$ cat config.mk
export PLATFORM = sky130hd
export DESIGN_NAME = branch_resolve_bht
export DESIGN_NICKNAME = d
export VERILOG_FILES = /design/src/rtl/branch_pkg.sv /design/src/rtl/branch_compare.sv /design/src/rtl/branch_resolve_bht.sv
export SDC_FILE = /design/constraint.sdc
export NUM_CORES = 1
export LEC_CHECK = 0
export CAP_MARGIN = 30
export CORE_ASPECT_RATIO = 1.4
export CORE_MARGIN = 2
export CORE_UTILIZATION = 47
export DETAILED_ROUTE_END_ITERATION = 12
export PLACE_DENSITY = 0.87
export SYNTH_ARGS = -nofsm -noshare
export SYNTH_HDL_FRONTEND = slang
export SYNTH_SLANG_ARGS = --single-unit
$ cat constraint.sdc
create_clock -name clk -period 12.3 [get_ports clk]
set_input_delay 3.69 -clock clk [delete_from_list [all_inputs] [get_ports clk]]
set_output_delay 3.69 -clock clk [all_outputs]
set_load 0.05 [all_outputs]
$ cat src/rtl/branch_pkg.sv
// rtl/branch_pkg.sv - shared branch encodings, kinds and counter reset value
package branch_pkg;

   localparam logic [2:0] F3_BEQ  = 3'b000;
   localparam logic [2:0] F3_BNE  = 3'b001;
   localparam logic [2:0] F3_BLT  = 3'b100;
   localparam logic [2:0] F3_BGE  = 3'b101;
   localparam logic [2:0] F3_BLTU = 3'b110;
   localparam logic [2:0] F3_BGEU = 3'b111;

   typedef enum logic [2:0] {
      BR_EQ,
      BR_NE,
      BR_LT,
      BR_GE,
      BR_LTU,
      BR_GEU,
      BR_NONE
   } branch_kind_e;

   // Weakly not-taken: the value just below the counter midpoint.
   function automatic int unsigned weak_not_taken(input int unsigned ctr_bits);
      return (32'd1 << (ctr_bits - 32'd1)) - 32'd1;
   endfunction

endpackage

$ cat src/rtl/branch_compare.sv
// rtl/branch_compare.sv - combinational RV32I conditional branch comparator
module branch_compare
   import branch_pkg::*;
#(
   parameter int XLEN = 32
) (
   input  logic [2:0]      funct3,
   input  logic [XLEN-1:0] rs1_data,
   input  logic [XLEN-1:0] rs2_data,
   output logic            taken,
   output logic            legal
);

   branch_kind_e kind;
   logic         eq;
   logic         lt_s;
   logic         lt_u;

   assign eq   = (rs1_data == rs2_data);
   assign lt_s = ($signed(rs1_data) < $signed(rs2_data));
   assign lt_u = (rs1_data < rs2_data);

   // Decode funct3 into a branch kind; 010/011 are reserved.
   always_comb begin
      kind = BR_NONE;
      case (funct3)
         F3_BEQ:  kind = BR_EQ;
         F3_BNE:  kind = BR_NE;
         F3_BLT:  kind = BR_LT;
         F3_BGE:  kind = BR_GE;
         F3_BLTU: kind = BR_LTU;
         F3_BGEU: kind = BR_GEU;
         default: kind = BR_NONE;
      endcase
   end

   // Select the condition for the decoded kind.
   always_comb begin
      taken = 1'b0;
      legal = 1'b1;
      case (kind)
         BR_EQ:   taken = eq;
         BR_NE:   taken = !eq;
         BR_LT:   taken = lt_s;
         BR_GE:   taken = !lt_s;
         BR_LTU:  taken = lt_u;
         BR_GEU:  taken = !lt_u;
         default: legal = 1'b0;
      endcase
   end

endmodule

$ cat src/rtl/branch_resolve_bht.sv
// rtl/branch_resolve_bht.sv - branch resolve, BHT predict/train and statistics
module branch_resolve_bht
   import branch_pkg::*;
#(
   parameter int XLEN        = 32,
   parameter int BHT_ENTRIES = 16,
   parameter int CTR_BITS    = 2,
   parameter int STAT_W      = 16
) (
   input  logic              clk,
   input  logic              rst_n,
   input  logic [XLEN-1:0]   fetch_pc,
   output logic              pred_taken,
   input  logic              ex_valid,
   input  logic              branch_ctrl,
   input  logic [2:0]        funct3,
   input  logic [XLEN-1:0]   rs1_data,
   input  logic [XLEN-1:0]   rs2_data,
   input  logic [XLEN-1:0]   ex_pc,
   input  logic              ex_pred_taken,
   output logic              pc_sel,
   output logic              mispredict,
   output logic              illegal_branch,
   output logic [STAT_W-1:0] branch_count,
   output logic [STAT_W-1:0] mispredict_count
);

   localparam int                  IDX_W    = $clog2(BHT_ENTRIES);
   localparam logic [CTR_BITS-1:0] CTR_INIT = CTR_BITS'(weak_not_taken(CTR_BITS));
   localparam logic [CTR_BITS-1:0] CTR_MAX  = '1;
   localparam logic [STAT_W-1:0]   STAT_MAX = '1;

   logic [CTR_BITS-1:0] bht [BHT_ENTRIES];
   logic [IDX_W-1:0]    fetch_idx;
   logic [IDX_W-1:0]    upd_idx;
   logic                res;
   logic                cond_taken;
   logic                cond_legal;
   logic                train;
   logic [CTR_BITS-1:0] ctr_cur;
   logic [CTR_BITS-1:0] ctr_next;
   logic                unused_pc_bits;

   // Word-aligned PCs: bits [1:0] never select an entry, high bits alias.
   assign fetch_idx      = fetch_pc[IDX_W+1:2];
   assign upd_idx        = ex_pc[IDX_W+1:2];
   assign unused_pc_bits = ^{fetch_pc[XLEN-1:IDX_W+2], fetch_pc[1:0],
                             ex_pc[XLEN-1:IDX_W+2], ex_pc[1:0]};

   branch_compare #(
      .XLEN (XLEN)
   ) u_compare (
      .funct3   (funct3),
      .rs1_data (rs1_data),
      .rs2_data (rs2_data),
      .taken    (cond_taken),
      .legal    (cond_legal)
   );

   assign res            = ex_valid & branch_ctrl;
   assign train          = res & cond_legal;
   assign pc_sel         = train & cond_taken;
   assign mispredict     = train & (pc_sel != ex_pred_taken);
   assign illegal_branch = res & !cond_legal;

   // Asynchronous read: a same-cycle update becomes visible next cycle.
   assign pred_taken = bht[fetch_idx][CTR_BITS-1];

   // Saturating step of the entry being trained.
   always_comb begin
      ctr_cur  = bht[upd_idx];
      ctr_next = ctr_cur;
      if (pc_sel) begin
         if (ctr_cur != CTR_MAX) ctr_next = ctr_cur + 1'b1;
      end else begin
         if (ctr_cur != '0) ctr_next = ctr_cur - 1'b1;
      end
   end

   // Table: reset every entry to weakly not-taken, train on legal branches.
   always_ff @(posedge clk or negedge rst_n) begin
      if (!rst_n) begin
         for (int i = 0; i < BHT_ENTRIES; i++) bht[i] <= CTR_INIT;
      end else if (train) begin
         bht[upd_idx] <= ctr_next;
      end
   end

   // Statistics: saturating counts of resolved branches and mispredictions.
   always_ff @(posedge clk or negedge rst_n) begin
      if (!rst_n) begin
         branch_count     <= '0;
         mispredict_count <= '0;
      end else if (train) begin
         if (branch_count != STAT_MAX) branch_count <= branch_count + 1'b1;
         if (mispredict && (mispredict_count != STAT_MAX))
            mispredict_count <= mispredict_count + 1'b1;
      end
   end

endmodule

# [After elaboration in Yosys (flattened, before gate mapping)]
# Cells that the tools add are included.
[classes] n_addsub=4 n_mul=0 div=0 n_lt_le_gt_ge=5 n_eq_ne=15 shift=0 mux=15 n_bitwise=7 reduce_logical=12
[ops] op="< comparator 32 bit" n=2
[ops] op="adder 16 x 1 -> 16 bit, second input constant" n=2
[ops] op="bitwise mux 32 bit" n=1
[ops] op="== test 32 bit" n=1
[ops] op="inequality test 16 bit, second input constant" n=2
[ops] op="== test 3 bit, second input constant" n=6
[ops] op="one-hot mux 3 bit (6 select lines)" n=1
[ops] op="binary-select mux 2 bit (select 4 bit)" n=2
[ops] op="two-way mux 2 bit" n=8
[ops] op=">= comparator 5 bit, second input constant" n=2
[ops] op="inverter 4 -> 5 bit" n=2
[ops] op="demux 2 bit (select 4 bit)" n=1
[ops] op="== test 3 x 1 -> 1 bit, second input constant" n=2
[ops] op="== test 3 x 2 -> 1 bit, second input constant" n=2
[ops] op="zero test 3 bit" n=2
[ops] op="one-hot mux 1 bit (6 select lines)" n=1
[ops] op="OR reduction 6 bit" n=1
[ops] op="bitwise AND 1 bit" n=5
[ops] op="< comparator 5 x 1 -> 1 bit, second input constant" n=1
[ops] op="zero test 1 bit" n=4
[ops] op="AND reduction 2 bit" n=2
[ops] op="adder 2 x 1 -> 2 bit, second input constant" n=1
[ops] op="logical AND 1 bit" n=2
[ops] op="inequality test 2 bit, second input constant" n=1
[ops] op="other kinds (4)" n=4
[word_totals] register_bits=64 latch_bits=0 ram_bits=0 romBits=0 input_bits=136 out_inout_bits=36 wordCells=76 mem_count=0

# [Depth between registers and ports, before layout]
[depth] word_depth=11 mapped_depth=15 depth_no_buf=14

# [Cells and area by module]
# Synthesis repeated with hierarchy kept, for this count alone.
[hier_totals] hier_cells=417 area_unflattened_um2=4186.5
[modules_own_cells] mod="branch_resolve_bht" n_inst=1 cells_each=290 area_per_inst_um2=3265.6 seq_area_each_um2=1621.6
[modules_own_cells] mod="branch_compare" n_inst=1 cells_each=127 area_per_inst_um2=920.9 seq_area_each_um2=0.0

# [Worst setup path before layout]
# No wires, ideal clock.
[synth_path] path_type="input-to-output" start="input port rs2_data[14]" end="output port mispredict" t_arrival_ns=6.116 required_ns=8.610 path_slack_ns=2.494 stages=11 n_path_buf=1 cell_sequence="inv_1 > ha_1 > a21oi_1 > nand2_1 > a221o_1 > o31a_1 > o31a_1 > nand2_2 > xnor2_2 > buf_2 > nor2_1"
[synth_via] elab_chain_cells=6 elab_cells_between_ends=10 classes_between="order compare (2); eq/ne (2); mux (1); bitwise (2); reduce/logical (3)"
[synth_rtl] item="from (decl)" line="branch_resolve_bht.sv:18" source="input logic [XLEN-1:0] rs2_data,"
[synth_rtl] item="< comparator 32 bit (tied with other cells)" line="branch_compare.sv:21" source="assign lt_u = (rs1_data < rs2_data);"
[synth_rtl] item="zero test 1 bit (on tied branches)" line="branch_compare.sv:47, branch_compare.sv:43, branch_compare.sv:45"
[synth_rtl] item="one-hot mux 1 bit (6 select lines) *" line="branch_compare.sv:41" source="case (kind)"
[synth_rtl] item="bitwise AND 1 bit *" line="branch_resolve_bht.sv:62" source="assign pc_sel = train & cond_taken;"
[synth_rtl] item="inequality test 1 bit *" line="branch_resolve_bht.sv:63" source="assign mispredict = train & (pc_sel != ex_pred_taken);"
[synth_rtl] item="bitwise AND 1 bit *" line="branch_resolve_bht.sv:63"
[synth_rtl] item="to (decl)" line="branch_resolve_bht.sv:22" source="output logic mispredict,"
# Every way passes the cells marked *; elsewhere a longest branch is shown, timed or not.

# [Worst setup path in the final report]
[layout_path] start="input port rs2_data[31]" end="output port mispredict"
# The elaborated chain is that of the path after synthesis.

==> summary.md <==
| Metric | Value |
|---|---|
| Port Buf Inserts | 115 |
| Antenna fix cells | 0 |
| Die Y | 114.3 um |
| Reg-to-reg endpoint | branch_count[13] |
| Syn_nets | 595 |
| FMAX | 0.09209 GHz |
| Vias in the first global route | 3,640 |
| Post-synth EDFFs | 0 |
| Drt initial violations | 215 |
| Setup Viol. Count Final | 0 |
| Aggregate routed wire length | 9.873 mm |
| Boundary Pins | 172 |
| Clk sinks | 64 |
| Via/cell ratio | 5.394 |
| DRC | 0 |
| Post-synthesis cell count | 423 |
| Fin Setup TNS | 0 ns |
| Clock slew at reported path FFs | 0.05 ns |
| Layout cell share with drive strength beyond 1 | 10.56% |
| Kind of critical path | input port to output pin |
| CP Data Required Time | 8.61 ns |
| Hold Crit Class | flip-flop to flip-flop |
| Worst hold path endpoint | bht[12] |
| Post-synth top area cell | dfrtp_1 |
| Max Slew Vio Count | 0 |
| Drt pass-1 iters | 4 |
| Fin. Hold Viols | 0 |
| Placed instance area | 5345 um^2 |
| Main area contributors after synthesis | dfrtp_1 29%, ha_1 11%, dfstp_2 10% |
| Nets@finish | 716 |
| CP Data Arrival Time | 7.17 ns |
| Area Growth Syn to Fin | 37.36% |
| Core area | 8508 um^2 |
| Register area share after synthesis | 39.72% |
| First-pass GRT wire length | 15.87 mm |
| Most common cell after layout, fill and taps aside | clkdlybuf4s50_1 |
| Die W | 82.77 um |
| RSZ-0062 raised after global routing | no |
| Antenna-violating nets left | 0 |
| Worst slew pin tran | 0.8082 ns |
| Initial antenna violation count | 0 |
| Pre-CTS WS | 1.431 ns |
| Syn avg cell area | 9.652 um^2 |
| Ys flop type | dfrtp_1 |
| Final core utilization | 65.91% |
| Post-Synthesis Cell Area | 4083 um^2 |
| Clk_skew | 0.005232 ns |
| Gr usage total | 21.97% |
| R2R Path Start | branch_count[6] |
| HP Start | bht[12] |
| Rel. slew slack | 46.12% |
| CTS H-tree lvls | 3 |
| GPL Wtd Cong | 0.8814 |
| Site Rows | 40 |
| Async S/R FF share, synth | 100.0% |
| DR WL/cell | 15.10 um |
| Hold Crit Depth | 2 |
| R2R cell count | 9 |
| Tot Pwr | 0.6443 mW |
| Post CTS Setup Buffer Count | 0 |
| Clock Tree Buf Depth | 2 |
| Hold-fix buffers, CTS | 0 |
| Post-CTS sizing | 0 |
| CTS root buffer | clkbuf_16 |
| Yosys top cell area share | 29.42% |
| R2R Setup Slk | 9.66 ns |
| Largest net degree at the start of global routing | 65 |
| Num CTS Buffers | 9 |
| Design Area, Final | 5608 um^2 |
| Flops & latches, synth | 64 |
| Pleak | 2.432 nW |
| Overflow after GRT | 0 |
| Die Footprint | 9459 um^2 |
| Final Cycle Share | 88.28% |
| Hpwl dp | 7.597 mm |
| PnR worst setup slack | 1.441 ns |
| TritonCTS clock tree | done |
| Total vias in the final route | 3,528 |
| Clk Latency, worst-skew pair | 0.33 ns |
| CP max FO | 16 |
| Most frequent cells in the layout | 114 x clkdlybuf4s50_1, 69 x nand2_1, 48 x dfrtp_1 |
| Yosys cell types | 46 |
| Initial Util | 47.99% |
| Power Density | 114.9 nW/um^2 |
| Synthesis Warnings | 0 |
| Total of max-cap violations | 0 |
| Run status | completed |
| Max VDD drop | 0.1615 mV |
| CP startpoint kind | input port |
| Final min period | 10.86 ns |
| Crit. End Element | output pin |
-- state kept, by name, summed over array words and instances (netlist names) --
signal,cells
bht,32
branch_count,16
mispredict_count,16
-- critical path, stage by stage --
cell	delay, ns
clkdlybuf4s50_1	0.45
inv_1	0.04
ha_1	0.31
nand4_1	0.21
nor4_2	0.52
a211o_1	0.20
a31oi_1	0.08
a21oi_1	0.16
nand2_2	0.11
xnor2_2	0.58
nor2_1	0.08
clkdlybuf4s50_1	0.73
-- final cells by class --
class,instances,area [um^2]
Clock inverter,1,5.005
Fill cell,661,2900
Clock buffer,15,257.7
Tap cell,105,131.4
Inverter,40,150.1
Sequential cell,64,1622
Timing Repair Buffer,117,1161
Multi-Input combinational cell,312,2281
-- power breakdown --
group	internal (mW)	switching (mW)	leakage (nW)
sequential	0.226	0.0194	0.823
combinational	0.0746	0.0985	1.48
clock	0.142	0.0838	0.128
total	0.443	0.202	2.43
-- logic make-up (layout without fill, tap and decap cells) --
| logic type | after synthesis | after routing | share of synthesized area (%) |
|---|---|---|---|
| AO/OA/AOI/OAI | 66 | 66 | 9.347 |
| XOR/XNOR | 31 | 31 | 7.018 |
| adder cells (fa/ha/maj) | 37 | 37 | 11.31 |
| AND/OR/NAND/NOR | 160 | 160 | 19.09 |
| buffers and inverters | 47 | 173 | 4.413 |
| flip-flops | 64 | 64 | 39.72 |
| multiplexers | 18 | 18 | 9.102 |
-- worst max-delay path by stage --
stage	from	endpoint	depth (start not counted)	slack (ns)
global placement	rs2_data[31]	mispredict	12	1.50
detailed placement	rs2_data[31]	mispredict	12	1.43
CTS	rs2_data[31]	mispredict	12	1.42
floorplan	rs2_data[14]	mispredict	11	2.49
finish	rs2_data[31]	mispredict	12	1.44
global route	rs2_data[30]	mispredict	12	1.13
-- metal layers --
metal	vias to the layer above	part of all wire, %	GRT usage [%]	routed length (um)
met5	-	0	0	0
li1	1732	-	-	-
met1	1639	37	22.94	3649
met3	17	8.8	6.151	873
met2	140	52	39.35	5114
met4	0	2.4	10.60	235
-- synthesized netlist by cell type, drive strengths merged (2+ instances only) --
cell type	instances
a21oi	14
dfrtp	48
nor3	11
a211oi	2
a21o	3
nand4	12
clkbuf	4
nor4	4
inv	40
xnor2	18
mux2	3
buf	3
nand2b	2
and3	5
o21ai	38
a31oi	2
ha	36
and2	2
nor2	14
and4	3
xor2	13
or3	2
dfstp	16
o31a	2
mux4	15
nor2b	4
nand2	70
nand3	25
-- through the flow --
stage | hold slack [ns] | std cells
2_1_floorplan | 0.4435 | 423
3_3_place_gp | 0.4518 | 638
3_5_place_dp | 0.4718 | 638
4_1_cts | 0.4781 | 654
5_1_grt | 0.4942 | 654
6_report | 0.4750 | 654
Power figures use the tool's default switching activity.
